===== src/rtl/mem_port_sequencer_pkg.sv =====
// Shared processor defines: load/store funct3 codes, response FSM states and
// the registered memory command bundle.
package mem_port_sequencer_pkg;

    // RISC-V load funct3 encodings. Stores reuse B/H/W.
    localparam logic [2:0] LS_FUNCT3_B  = 3'b000;
    localparam logic [2:0] LS_FUNCT3_H  = 3'b001;
    localparam logic [2:0] LS_FUNCT3_W  = 3'b010;
    localparam logic [2:0] LS_FUNCT3_BU = 3'b100;
    localparam logic [2:0] LS_FUNCT3_HU = 3'b101;

    // Per-path response FSM.
    typedef enum logic {
        MPS_IDLE = 1'b0,
        MPS_BUSY = 1'b1
    } mps_state_t;

    // Registered memory command, excluding the address.
    typedef struct packed {
        logic        is_inst;
        logic        read;
        logic        write;
        logic [2:0]  funct3;
        logic [31:0] wdata;
    } mem_cmd_t;

    localparam mem_cmd_t MEM_CMD_NOP = '0;

endpackage


===== src/rtl/mem_port_sequencer_ls_align_check.sv =====
// Alignment check for one memory request. Fetches must be word aligned,
// halfword accesses need addr[0]=0 and word accesses need addr[1:0]=0.
module ls_align_check
    import mem_port_sequencer_pkg::*;
(
    input  logic [2:0] funct3,
    input  logic [1:0] addr,
    input  logic       is_inst,
    output logic       misaligned
);

    // Decode the access size and test the low address bits.
    always_comb begin
        misaligned = 1'b0;
        if (is_inst) begin
            misaligned = |addr;
        end else begin
            case (funct3)
                LS_FUNCT3_H, LS_FUNCT3_HU: misaligned = addr[0];
                LS_FUNCT3_W:               misaligned = |addr;
                default:                   misaligned = 1'b0;
            endcase
        end
    end

endmodule


===== src/rtl/mem_port_sequencer.sv =====
// Arbitrates instruction fetch and load/store onto the single memory port.
// The command is registered so the memory sees clean one-cycle commands.
// The combinational read result is captured one cycle later, giving a
// 2-cycle request-to-response latency with one access per cycle.
module mem_port_sequencer
    import mem_port_sequencer_pkg::*;
#(
    parameter int STARVE_LIMIT = 2,
    parameter int ADDR_W       = 8
) (
    input  logic              clk,
    input  logic              rst,
    // fetch side
    input  logic              if_req,
    input  logic [ADDR_W-1:0] if_addr,
    output logic              if_ack,
    output logic              if_stall,
    output logic              if_valid,
    output logic [31:0]       if_inst,
    output logic              if_misaligned,
    // load/store side
    input  logic              ls_req,
    input  logic              ls_we,
    input  logic [2:0]        ls_funct3,
    input  logic [ADDR_W-1:0] ls_addr,
    input  logic [31:0]       ls_wdata,
    output logic              ls_ack,
    output logic              ls_done,
    output logic [31:0]       ls_rdata,
    output logic              ls_misaligned,
    // memory port
    output logic              mem_is_inst,
    output logic              mem_read,
    output logic              mem_write,
    output logic [2:0]        mem_funct3,
    output logic [ADDR_W:0]   mem_addr,
    output logic [31:0]       mem_wdata,
    input  logic [31:0]       mem_rdata
);

    localparam logic [1:0] LIMIT = 2'(STARVE_LIMIT);

    logic            grant_d, grant_i;
    logic [1:0]      starve_cnt;
    logic            if_mis, ls_mis;
    mem_cmd_t        cmd_d, cmd_q;
    logic [ADDR_W:0] addr_d, addr_q;
    // Tags travelling with the command into the capture cycle.
    logic            if_mis_q, ls_mis_q, ls_store_q;
    mps_state_t      if_state, if_next, ls_state, ls_next;
    logic            if_capture, ls_capture;

    ls_align_check u_if_align (
        .funct3     (LS_FUNCT3_W),
        .addr       (if_addr[1:0]),
        .is_inst    (1'b1),
        .misaligned (if_mis)
    );

    ls_align_check u_ls_align (
        .funct3     (ls_funct3),
        .addr       (ls_addr[1:0]),
        .is_inst    (1'b0),
        .misaligned (ls_mis)
    );

    // Data wins by default; fetch takes the port once data has starved it.
    always_comb begin
        grant_d = ls_req & ~(if_req & (starve_cnt == LIMIT));
        grant_i = if_req & ~grant_d;
    end

    assign if_ack   = grant_i;
    assign ls_ack   = grant_d;
    assign if_stall = if_req & ~grant_i;

    // Count data grants taken while a fetch is waiting.
    always_ff @(posedge clk) begin
        if (rst || !if_req || grant_i) starve_cnt <= 2'd0;
        else if (grant_d)              starve_cnt <= starve_cnt + 2'd1;
    end

    // Build the next memory command; misaligned requests become a NOP.
    always_comb begin
        cmd_d  = MEM_CMD_NOP;
        addr_d = '0;
        if (grant_d) begin
            cmd_d.read   = ~ls_we & ~ls_mis;
            cmd_d.write  = ls_we & ~ls_mis;
            cmd_d.funct3 = ls_funct3;
            cmd_d.wdata  = ls_we ? ls_wdata : 32'd0;
            addr_d       = {1'b0, ls_addr};
        end else if (grant_i) begin
            cmd_d.is_inst = ~if_mis;
            cmd_d.funct3  = LS_FUNCT3_W;
            addr_d        = {1'b0, if_addr};
        end
    end

    // Command registers; with no grant they fall back to NOP so a write never repeats.
    always_ff @(posedge clk) begin
        if (rst) begin
            cmd_q      <= MEM_CMD_NOP;
            addr_q     <= '0;
            if_mis_q   <= 1'b0;
            ls_mis_q   <= 1'b0;
            ls_store_q <= 1'b0;
        end else begin
            cmd_q      <= cmd_d;
            addr_q     <= addr_d;
            if_mis_q   <= grant_i & if_mis;
            ls_mis_q   <= grant_d & ls_mis;
            ls_store_q <= grant_d & ls_we;
        end
    end

    assign mem_is_inst = cmd_q.is_inst;
    assign mem_read    = cmd_q.read;
    assign mem_write   = cmd_q.write;
    assign mem_funct3  = cmd_q.funct3;
    assign mem_wdata   = cmd_q.wdata;
    assign mem_addr    = addr_q;

    // Response FSM state registers.
    always_ff @(posedge clk) begin
        if (rst) begin
            if_state <= MPS_IDLE;
            ls_state <= MPS_IDLE;
        end else begin
            if_state <= if_next;
            ls_state <= ls_next;
        end
    end

    // BUSY means the memory is serving that path this cycle.
    always_comb begin
        if_next    = grant_i ? MPS_BUSY : MPS_IDLE;
        ls_next    = grant_d ? MPS_BUSY : MPS_IDLE;
        if_capture = (if_state == MPS_BUSY);
        ls_capture = (ls_state == MPS_BUSY);
    end

    // Capture the read result and raise the one-cycle response pulses.
    always_ff @(posedge clk) begin
        if (rst) begin
            if_valid      <= 1'b0;
            if_inst       <= 32'd0;
            if_misaligned <= 1'b0;
            ls_done       <= 1'b0;
            ls_rdata      <= 32'd0;
            ls_misaligned <= 1'b0;
        end else begin
            if_valid      <= if_capture;
            if_misaligned <= if_capture & if_mis_q;
            if (if_capture) if_inst <= if_mis_q ? 32'd0 : mem_rdata;
            ls_done       <= ls_capture;
            ls_misaligned <= ls_capture & ls_mis_q;
            if (ls_capture) ls_rdata <= (ls_mis_q | ls_store_q) ? 32'd0 : mem_rdata;
        end
    end

endmodule


===== config.mk =====
export PLATFORM = sky130hd
export DESIGN_NAME = mem_port_sequencer
export DESIGN_NICKNAME = d
export VERILOG_FILES = /design/src/rtl/mem_port_sequencer_pkg.sv /design/src/rtl/mem_port_sequencer_ls_align_check.sv /design/src/rtl/mem_port_sequencer.sv
export SDC_FILE = /design/constraint.sdc
export NUM_CORES = 1
export LEC_CHECK = 0
export BUFFER_PORTS_ARGS = -buffer_cell sky130_fd_sc_hd__buf_2
export CORE_MARGIN = 10
export CORE_UTILIZATION = 35
export DETAILED_ROUTE_END_ITERATION = 10
export GPL_ROUTABILITY_DRIVEN = 0
export SYNTH_ARGS = -nofsm -noshare
export SYNTH_HDL_FRONTEND = slang
export SYNTH_SLANG_ARGS = --single-unit

===== constraint.sdc =====
create_clock -name clk -period 2.7 [get_ports clk]
set_clock_uncertainty 0.1 [all_clocks]
set_input_delay 0.27 -clock clk [delete_from_list [all_inputs] [get_ports clk]]
set_output_delay 0.27 -clock clk [all_outputs]
set_load 0.005 [all_outputs]

==> run summary, run 1 <==
========================================================================================================
Final count of hold timing violations                                                                  0
Share of the yosys chip area belonging to registers                                                0.564
Worst endpoint required time                                                                     2.89 ns
Number of antenna violations at the first check in global routing                                      1
Post-Synthesis Net Count                                                                             502
Core box area                                                                                 0.0120 mm2
Setup repair after global routing missed its margin                                                false
Post-Route WL                                                                                  13,900 um
TritonCTS clock tree                                                                               built
Worst Setup End Kind                                                                                flop
Arrival time reported for the critical path endpoint                                             2.22 ns
Post-CTS clock slew at the launch and capture registers of the worst setup and hold paths        0.05 ns
Peak supply drop                                                                                0.477 mV
Post-layout utilization of the core                                                                0.558
Share of total power in the clock network                                                          0.500
Deepest level of the CTS H-tree                                                                        4
Post-route DRC                                                                                         0
First-pass GRT wire length                                                                     21,500 um
Post CTS Setup Buffer Count                                                                            0
Iter 0 DRT Violations                                                                                176
Yosys warnings                                                                                         0
Cells along the critical path                                                               inv_1, ha_1, nand2b_1, and3_1, a22o_1, dlygate4sd3_1
Detailed Routing Iterations Pass 1                                                                     6
Summed negative setup slack over all endpoints                                                      0 ns
Worst hold margin                                                                              0.0178 ns
Overall die height                                                                                131 um
Area added between synthesis and finish                                                            56.0%
Highest attainable clock frequency                                                               492 MHz
Type of element launching the critical path                                                         flop
Most common library cell in the layout ignoring fill and taps                               sky130_fd_sc_hd__buf_2
Share of power burned in registers                                                                 0.408
Leakage power figure                                                                             3.14 nW
Total power                                                                                      4.62 mW
Width of the die                                                                                  131 um
Initial cell density of the core                                                                   0.358
Synth cell types                                                                                      31
Most frequent cells in the layout                                                           sky130_fd_sc_hd__buf_2, sky130_fd_sc_hd__dfxtp_1, sky130_fd_sc_hd__dlygate4sd3_1
NetSw                                                                                             992 uW
Row cnt                                                                                               40
TritonCTS Buffers                                                                                     17
Sink Count                                                                                           121
Setup slack on the worst flop-to-flop path                                                       0.67 ns
HPWL Detailed                                                                                    9280 um
Maximum number of pins on one net before global-route repair                                          48
Fraction of layout cells with a size suffix above 1                                                0.415
Share of power burned in combinational logic                                                       0.092
Die area                                                                                      0.0171 mm2
Wire per inst                                                                                    16.5 um
Slowest cell on the critical path                                                           sky130_fd_sc_hd__dlygate4sd3_1
Fillers                                                                                            1,039
Top fanout value on the critical path                                                                 12
Cells after Synth                                                                                    413
Start-to-end type of the worst setup path                                                        reg2reg
Clock latency reported for the late side of the worst-skew pair                                  0.40 ns
Final period demand of the worst path                                                            2.03 ns
Number of max-cap violations                                                                           0
Buffer type at the clock tree root                                                          sky130_fd_sc_hd__clkbuf_16
Register Area                                                                                0.00242 mm2
Flops & latches, synth                                                                               121
Combined buffer and inverter count along the critical path                                             2
Max-slew violations                                                                                    0
Crit-path max cell delay                                                                         0.55 ns
Part of the cycle the worst path needs                                                             0.753
Vias per Instance                                                                                   4.57
Cts repair resizes                                                                                     0
Worst path top cell family by delay                                                         buffers and inverters
Net count, final                                                                                     771
Total congestion overflow after global routing                                                         0
Total power per unit cell area                                                                689 mW/mm2
Fraction of power spent switching nets                                                             0.215
Via count of the first global-routing pass                                                         4,191
Post-synthesis cell area                                                                     0.00430 mm2
Number of top-level design ports                                                                     206
Slew @ Worst Pin                                                                                0.579 ns
Cell-internal power                                                                              3.63 mW
Setup violations, final                                                                                0
Total number of vias                                                                               3,850
Port Buffer Count                                                                                    204
Post-DRT Antenna Nets                                                                                  0
Combined area of the multi-input logic cells                                                 0.00170 mm2
Worst min-delay path class                                                                        in2reg
Outcome                                                                                     finished clean
Normalized max-slew margin                                                                         0.614
Total Routing Usage GR                                                                             0.163
Buffer depth of the longest clock path                                                                 2
Syn_area_per_cell                                                                               10.4 um2
========================================================================================================
-- layer usage --
metal,track usage,vias up,share of wire
met2,0.250,174,0.44
li1,-,1890,-
met4,0.0706,0,0.014
met1,0.179,1770,0.41
met5,0,-,0
met3,0.0951,16,0.13
-- final timing paths --
path | from | to | cells past startpoint
setup / recovery | starve_cnt[0] | mem_addr[5] | 6
hold / removal | mem_rdata[30] | ls_rdata[30] | 3
setup reg to reg | starve_cnt[0] | mem_addr[5] | 6
hold reg to reg | if_inst[30] | if_inst[30] | 2
-- power groups by stage --
stage / combinational, mW / sequential, mW / clock, mW
detailed placement: 0.350 / 1.92 / 0
global route: 0.471 / 1.89 / 2.43
global placement: 0.343 / 1.92 / 0
CTS: 0.429 / 1.89 / 2.35
finish: 0.427 / 1.89 / 2.31
floorplan: 0.167 / 1.92 / 0
-- through the flow --
stage,setup WS (ns),cells,instance area [um2]
6_report,0.668,842,6700
5_1_grt,0.504,842,6700
4_1_cts,0.661,841,6700
3_5_place_dp,1.02,740,5390
3_3_place_gp,1.06,740,5390
2_1_floorplan,1.29,413,4300
-- layout make-up --
type / count / area share
clock buffers: 24 / 0.0733
multi-input cells: 260 / 0.254
well taps: 147 / 0.0274
inverters: 3 / 0.00168
flip-flops and latches: 121 / 0.362
clock inverters: 7 / 0.0172
repair buffers: 279 / 0.264
diodes: 1 / 0.000373
-- worst min-delay path, cell delays in order --
cell	delay, ns
sky130_fd_sc_hd__buf_2	0.10
sky130_fd_sc_hd__a21oi_2	0.05
sky130_fd_sc_hd__nor2_2	0.07
-- logic make-up (layout without fill, tap and decap cells) --
logic type      count (synthesis)  count (layout)  synth area share
flops                         121             121             0.564
simple gates                  182             182             0.275
fa+ha+maj                       1               1           0.00291
compound gates                 76              76             0.118
other cells                     1               2          0.000873
buf+inv                        32             313            0.0396
-- cell usage after synthesis --
cell type	number	area (um2)
sky130_fd_sc_hd__and2b_1	1	7.51
sky130_fd_sc_hd__clkbuf_2	1	5.00
sky130_fd_sc_hd__inv_2	2	7.51
sky130_fd_sc_hd__nor2_2	20	125
sky130_fd_sc_hd__and2b_2	3	26.3
sky130_fd_sc_hd__and2_1	36	225
sky130_fd_sc_hd__dfxtp_1	121	2420
sky130_fd_sc_hd__o31ai_1	1	7.51
sky130_fd_sc_hd__nand3_2	1	10.0
sky130_fd_sc_hd__o21a_1	1	7.51
sky130_fd_sc_hd__and2_4	1	8.76
sky130_fd_sc_hd__a21boi_4	1	18.8
sky130_fd_sc_hd__nor3b_2	1	12.5
sky130_fd_sc_hd__and3_1	4	25.0
sky130_fd_sc_hd__buf_2	9	45.0
sky130_fd_sc_hd__buf_4	2	15.0
sky130_fd_sc_hd__nor3b_4	1	18.8
sky130_fd_sc_hd__nor2b_1	31	194
sky130_fd_sc_hd__nor2_1	14	52.6
sky130_fd_sc_hd__a22o_1	8	70.1
sky130_fd_sc_hd__nor3b_1	2	15.0
sky130_fd_sc_hd__ha_1	1	12.5
sky130_fd_sc_hd__conb_1	1	3.75
sky130_fd_sc_hd__clkbuf_1	13	48.8
sky130_fd_sc_hd__a21oi_1	44	220
sky130_fd_sc_hd__a21oi_2	20	175
sky130_fd_sc_hd__inv_1	1	3.75
sky130_fd_sc_hd__nand3b_1	33	248
sky130_fd_sc_hd__nand2b_1	34	213
sky130_fd_sc_hd__a21o_1	1	7.51
sky130_fd_sc_hd__buf_6	4	45.0
-- registers in the layout, summed over array words and instances, names as in the netlist --
signal	flops
mem_write	1
if_capture	1
ls_misaligned	1
mem_funct3	3
if_mis_q	1
if_misaligned	1
ls_rdata	32
ls_mis_q	1
ls_store_q	1
mem_is_inst	1
mem_addr	8
ls_done	1
if_inst	32
mem_wdata	32
mem_read	1
ls_capture	1
starve_cnt	2
if_valid	1
-- timing repair --
action / CTS / global route
hold buffers: 70 / 0
hold endpoints to repair: 64 / 0
endpoints found under the setup margin: 0 / 0
Power figures use the tool's default switching activity.
==> run 2: changes to the inputs <==
--- a/config.mk
+++ b/config.mk
@@ -10,6 +10,7 @@
 export CORE_UTILIZATION = 35
 export DETAILED_ROUTE_END_ITERATION = 10
 export GPL_ROUTABILITY_DRIVEN = 0
+export PLACE_DENSITY = 0.66
 export SYNTH_ARGS = -nofsm -noshare
 export SYNTH_HDL_FRONTEND = slang
 export SYNTH_SLANG_ARGS = --single-unit
==> constraint.sdc (replaced) <==
create_clock -name clk -period 1.8 [get_ports clk]
set_clock_uncertainty 0.1 [all_clocks]
set_input_delay 0.18 -clock clk [delete_from_list [all_inputs] [get_ports clk]]
set_output_delay 0.18 -clock clk [all_outputs]
set_load 0.005 [all_outputs]
==> run summary, run 2 (synthesized netlist as in run 1, its figures left out) <==
========================================================================================================
HPWL Detailed                                                                                    9550 um   was 9280 um
Port Buffer Count                                                                                    204   unchanged
Net count, final                                                                                     792   was 771
Total number of vias                                                                               3,951   was 3,850
Start-to-end type of the worst setup path                                                        reg2out   was reg2reg
Placed cell areas                                                                            0.00542 mm2   was 0.00539 mm2
Fraction of power spent switching nets                                                             0.216   was 0.215
Total power                                                                                      6.84 mW   was 4.62 mW
Initial cell density of the core                                                                   0.358   unchanged
Width of the die                                                                                  131 um   unchanged
Number of max-cap violations                                                                           0   unchanged
Share of power burned in registers                                                                 0.413   was 0.408
Wire per inst                                                                                    16.6 um   was 16.5 um
Post-route cell area                                                                         0.00688 mm2   was 0.00670 mm2
Iter 0 DRT Violations                                                                                205   was 176
Core box area                                                                                 0.0120 mm2   unchanged
Share of power burned in combinational logic                                                       0.100   was 0.092
Post-Route WL                                                                                  14,300 um   was 13,900 um
Maximum number of pins on one net before global-route repair                                          35   was 48
Final cell count without fillers                                                                     864   was 842
Placed cells                                                                                         744   was 740
Via count of the first global-routing pass                                                         4,214   was 4,191
Cells along the critical path                                                               inv_1, ha_1, a21boi_4, and2_4, buf_2   was inv_1, ha_1, nand2b_1, and3_1, a22o_1, dlygate4sd3_1
Vias per Instance                                                                                   4.57   about the same
Arrival time reported for the critical path endpoint                                             1.44 ns   was 2.22 ns
Crit-path max cell delay                                                                         0.31 ns   was 0.55 ns
Total power per unit cell area                                                                994 mW/mm2   was 689 mW/mm2
Count of cell instances traversed by the critical path                                                 5   was 6
Overall die height                                                                                131 um   unchanged
Number of antenna violations at the first check in global routing                                      1   unchanged
Final count of hold timing violations                                                                  0   unchanged
Die area                                                                                      0.0171 mm2   unchanged
Setup violations, final                                                                                0   unchanged
Post-route DRC                                                                                         0   unchanged
Detailed Routing Iterations Pass 1                                                                     4   was 6
TritonCTS clock tree                                                                               built   unchanged
Clock latency reported for the late side of the worst-skew pair                                  0.40 ns   about the same
Worst hold margin                                                                              0.0472 ns   was 0.0178 ns
Cell-internal power                                                                              5.36 mW   was 3.63 mW
NetSw                                                                                            1.47 mW   was 992 uW
Type of element launching the critical path                                                         flop   unchanged
Peak supply drop                                                                                0.605 mV   was 0.477 mV
Pre-CTS setup slack                                                                             0.219 ns   was 1.02 ns
Setup repair after global routing missed its margin                                                false   unchanged
Sink Count                                                                                           121   unchanged
Final period demand of the worst path                                                            1.72 ns
Minimum setup slack in the final design                                                        0.0829 ns   was 0.668 ns
Worst Setup End Kind                                                                         output port   was flop
Number of top-level design ports                                                                     206   unchanged
Part of the cycle the worst path needs                                                             0.954
Deepest level of the CTS H-tree                                                                        4   unchanged
Leakage power figure                                                                             3.21 nW   was 3.14 nW
Most common library cell in the layout ignoring fill and taps                               sky130_fd_sc_hd__buf_2   unchanged
Post-layout utilization of the core                                                                0.572   was 0.558
Row cnt                                                                                               40   unchanged
Max-slew violations                                                                                    0   unchanged
Total congestion overflow after global routing                                                         0   unchanged
Fraction of layout cells with a size suffix above 1                                                0.411   was 0.415
Area added between synthesis and finish                                                            60.0%   was 56.0%
Outcome                                                                                     finished clean   unchanged
TritonCTS Buffers                                                                                     17   unchanged
Top fanout value on the critical path                                                                  3   was 12
Worst path top cell family by delay                                                           flip-flops   was buffers and inverters
Worst min-delay path class                                                                        in2reg   unchanged
Length in cells of the worst reg-to-reg path                                                           7   was 6
First-pass GRT wire length                                                                     22,200 um   was 21,500 um
Combined buffer and inverter count along the critical path                                             2   unchanged
Highest attainable clock frequency                                                               582 MHz
Total Routing Usage GR                                                                             0.169   was 0.163
Slowest cell on the critical path                                                           sky130_fd_sc_hd__dfxtp_1   was sky130_fd_sc_hd__dlygate4sd3_1
Buffer depth of the longest clock path                                                                 2   unchanged
Worst endpoint required time                                                                     1.52 ns   was 2.89 ns
Post-DRT Antenna Nets                                                                                  0   unchanged
Hold Path Depth                                                                                        2   was 3
Summed negative setup slack over all endpoints                                                      0 ns   unchanged
Post-CTS clock slew at the launch and capture registers of the worst setup and hold paths        0.05 ns   about the same
Share of total power in the clock network                                                          0.487   was 0.500
Buffer type at the clock tree root                                                          sky130_fd_sc_hd__clkbuf_16   unchanged
Most frequent cells in the layout                                                           sky130_fd_sc_hd__buf_2, sky130_fd_sc_hd__dfxtp_1, sky130_fd_sc_hd__dlygate4sd3_1   unchanged
========================================================================================================
==> run 2: what timing repair did <==
action,CTS,global route
endpoints found under the hold margin,111,0
hold buffers,85,0
pin swaps,1,0
gates resized for setup,0,1
buffers inserted,2,0
setup endpoints to repair,1,1
==> run 2: area by class of cell <==
| class | instances | area [um2] |
|---|---|---|
| fill | 993 | 5140 |
| sequential | 121 | 2420 |
| timing repair buffer | 300 | 1970 |
| multi-input combinational | 260 | 1710 |
| clock buffer | 23 | 458 |
| tap | 147 | 184 |
| clock inverter | 9 | 123 |
| inverter | 3 | 11.3 |
| antenna | 1 | 2.50 |
==> run 2: power by group through the flow <==
| stage | clock, mW | sequential, mW | combinational, mW |
|---|---|---|---|
| finish | 3.33 | 2.82 | 0.686 |
| global route | 3.53 | 2.83 | 0.752 |
| CTS | 3.39 | 2.82 | 0.682 |
| detailed placement | 0 | 2.88 | 0.535 |
| global placement | 0 | 2.87 | 0.527 |
| floorplan | 0 | 2.88 | 0.251 |
==> run 2: worst paths after layout <==
kind              slack, ns          start       endpoint
setup / recovery       0.08  starve_cnt[0]       if_stall
hold / removal         0.05         if_req  starve_cnt[0]
setup reg to reg       0.13  starve_cnt[0]   mem_wdata[7]
hold reg to reg        0.37    if_inst[30]    if_inst[30]
==> run 2: per-layer routing <==
metal | vias to the layer above | routed length [um] | GRT usage
met5 | - | 0 | 0
met4 | 0 | 267 | 0.0706
met1 | 1833 | 5480 | 0.175
met2 | 161 | 6830 | 0.275
met3 | 21 | 1760 | 0.0951
li1 | 1936 | - | -
==> run 3: changes to the inputs <==
--- a/config.mk
+++ b/config.mk
@@ -6,6 +6,7 @@
 export NUM_CORES = 1
 export LEC_CHECK = 0
 export BUFFER_PORTS_ARGS = -buffer_cell sky130_fd_sc_hd__buf_2
+export CORE_ASPECT_RATIO = 1.4
 export CORE_MARGIN = 10
 export CORE_UTILIZATION = 35
 export DETAILED_ROUTE_END_ITERATION = 10
==> run summary, run 3 (synthesized netlist as in run 1, its figures left out) <==
========================================================================================================
Port Buffer Count                                                                                    204   unchanged
Crit-path max cell delay                                                                         0.30 ns   was 0.31 ns
Net count, final                                                                                     787   was 792
Setup repair after global routing missed its margin                                                false   unchanged
Summed negative setup slack over all endpoints                                                      0 ns   unchanged
Peak supply drop                                                                                0.758 mV   was 0.605 mV
Clock latency reported for the late side of the worst-skew pair                                  0.40 ns   about the same
Deepest level of the CTS H-tree                                                                        4   unchanged
Start-to-end type of the worst setup path                                                        reg2out   unchanged
Width of the die                                                                                  114 um   was 131 um
Sink Count                                                                                           121   unchanged
Most common library cell in the layout ignoring fill and taps                               sky130_fd_sc_hd__buf_2   unchanged
Post-route DRC                                                                                         0   unchanged
Post-CTS clock slew at the launch and capture registers of the worst setup and hold paths        0.06 ns   was 0.05 ns
Detailed Routing Iterations Pass 1                                                                     4   unchanged
Worst min-delay path class                                                                        in2reg   unchanged
Via count of the first global-routing pass                                                         4,296   was 4,214
Max-slew violations                                                                                    0   unchanged
Part of the cycle the worst path needs                                                             0.957   was 0.954
Post-DRT Antenna Nets                                                                                  0   unchanged
Core box area                                                                                 0.0119 mm2   was 0.0120 mm2
Row cnt                                                                                               47   was 40
Post-route cell area                                                                         0.00692 mm2   was 0.00688 mm2
Worst Setup End Kind                                                                         output port   unchanged
Number of top-level design ports                                                                     206   unchanged
Number of antenna violations at the first check in global routing                                      0   was 1
Highest attainable clock frequency                                                               580 MHz   was 582 MHz
Die area                                                                                      0.0172 mm2   was 0.0171 mm2
Slowest cell on the critical path                                                           sky130_fd_sc_hd__dfxtp_1   unchanged
Buffer type at the clock tree root                                                          sky130_fd_sc_hd__clkbuf_16   unchanged
Number of diodes                                                                                       0   was 1
Maximum number of pins on one net before global-route repair                                          68   was 35
Worst endpoint required time                                                                     1.52 ns   about the same
Buffer depth of the longest clock path                                                                 2   unchanged
First-pass GRT wire length                                                                     22,000 um   was 22,200 um
Total congestion overflow after global routing                                                         0   unchanged
Total power per unit cell area                                                               1030 mW/mm2   was 994 mW/mm2
Wire per inst                                                                                    16.3 um   was 16.6 um
Cells along the critical path                                                               inv_1, ha_2, a21boi_4, and2_4, buf_2   was inv_1, ha_1, a21boi_4, and2_4, buf_2
Most frequent cells in the layout                                                           sky130_fd_sc_hd__buf_2, sky130_fd_sc_hd__dfxtp_1, sky130_fd_sc_hd__dlygate4sd3_1   unchanged
Launch point of the worst hold path                                                                  rst   was if_req
Total Routing Usage GR                                                                             0.159   was 0.169
Arrival time reported for the critical path endpoint                                             1.44 ns   about the same
Number of max-cap violations                                                                           0   unchanged
Placed cell areas                                                                            0.00543 mm2   was 0.00542 mm2
Post-layout utilization of the core                                                                0.580   was 0.572
HPWL Detailed                                                                                    9220 um   was 9550 um
Total number of vias                                                                               3,937   was 3,951
Placed cells                                                                                         741   was 744
Worst setup path startpoint                                                                 starve_cnt[0]   unchanged
TritonCTS Buffers                                                                                     17   unchanged
Final count of hold timing violations                                                                  0   unchanged
Endpoint of the most critical register-to-register path                                     mem_wdata[2]   was mem_wdata[7]
Setup violations, final                                                                                0   unchanged
Iter 0 DRT Violations                                                                                125   was 205
Initial cell density of the core                                                                   0.360   was 0.358
Total power                                                                                      7.13 mW   was 6.84 mW
Overall die height                                                                                151 um   was 131 um
Normalized max-slew margin                                                                         0.610
Length in cells of the worst reg-to-reg path                                                           6   was 7
Leakage power figure                                                                             3.21 nW   about the same
Fillers                                                                                              997   was 993
Post-Route WL                                                                                  14,000 um   was 14,300 um
End point of the critical path                                                                  if_stall   unchanged
TritonCTS clock tree                                                                               built   unchanged
Slew @ Worst Pin                                                                                0.581 ns
Setup slack on the worst flop-to-flop path                                                       0.26 ns   was 0.13 ns
Final cell count without fillers                                                                     858   was 864
Fraction of layout cells with a size suffix above 1                                                0.415   was 0.411
R2r startpoint                                                                              starve_cnt[0]   unchanged
Area added between synthesis and finish                                                            61.1%   was 60.0%
Vias per Instance                                                                                   4.59   was 4.57
Final period demand of the worst path                                                            1.72 ns   about the same
Outcome                                                                                     finished clean   unchanged
Top fanout value on the critical path                                                                  7   was 3
Type of element launching the critical path                                                         flop   unchanged
========================================================================================================
run 3: cell types whose count changed in the layout (fill, tap and decap cells not counted), sizes merged:
cell	previous run	this run
buf	215	210
bufinv	3	4
clkbuf	23	17
clkinv	5	4
clkinvlp	1	2
diode	1	0
inv	3	8
run 3: what timing repair did:
| action | in CTS | in global routing |
|---|---|---|
| hold buffers | 85 | 0 |
| resized for setup | 0 | 2 |
| buffers inserted | 0 | 0 |
| hold endpoints to repair | 112 | 0 |
| endpoints found under the setup margin | 0 | 2 |
run 3: layout make-up:
type                            instances  area [um2]  area share
Inverter                                3        11.3     0.00163
Timing Repair Buffer                  295        1950       0.282
Clock inverter                         15         214      0.0309
Sequential cell                       121        2420       0.350
Tap cell                              147         184      0.0266
Clock buffer                           17         425      0.0615
Multi-Input combinational cell        260        1710       0.247
run 3: worst min-delay path by stage:
stage / end / depth (start not counted) / slack, ns
finish: mem_write / 4 / 0.03
global route: mem_write / 4 / 0.03
CTS: mem_write / 4 / 0.007
detailed placement: mem_wdata[5] / 2 / 0.28
global placement: mem_wdata[20] / 2 / 0.28
floorplan: mem_read / 1 / 0.15
run 3: worst max-delay path, delay by kind of cell (launching register included):
family | cells | cell delay, ns
buffers and inverters | 2 | 0.16
AOI/OAI and AO/OA | 1 | 0.21
DFF | 1 | 0.30
adders and majority gates | 1 | 0.20
and+or+nand+nor | 1 | 0.17
run 3: layer usage:
| metal | global-route usage | up-vias | part of all wire |
|---|---|---|---|
| li1 | - | 1927 | - |
| met1 | 0.154 | 1830 | 0.38 |
| met2 | 0.278 | 157 | 0.49 |
| met3 | 0.0875 | 23 | 0.11 |
| met4 | 0.0592 | 0 | 0.020 |
| met5 | 0 | - | 0 |
run 3: through the flow:
stage	hold slack, ns	setup WS [ns]
after floorplan	0.151	0.391
after global placement	0.279	0.273
after detailed placement	0.281	0.235
after CTS	0.00698	0.0108
after global routing	0.0276	0.000615
final	0.0268	0.0771
run 3: power breakdown:
part	total, mW	switching (mW)	internal, mW	leakage [nW]
sequential	2.82	0.0377	2.78	0.987
clock	3.63	1.28	2.35	0.305
combinational	0.684	0.304	0.380	1.92
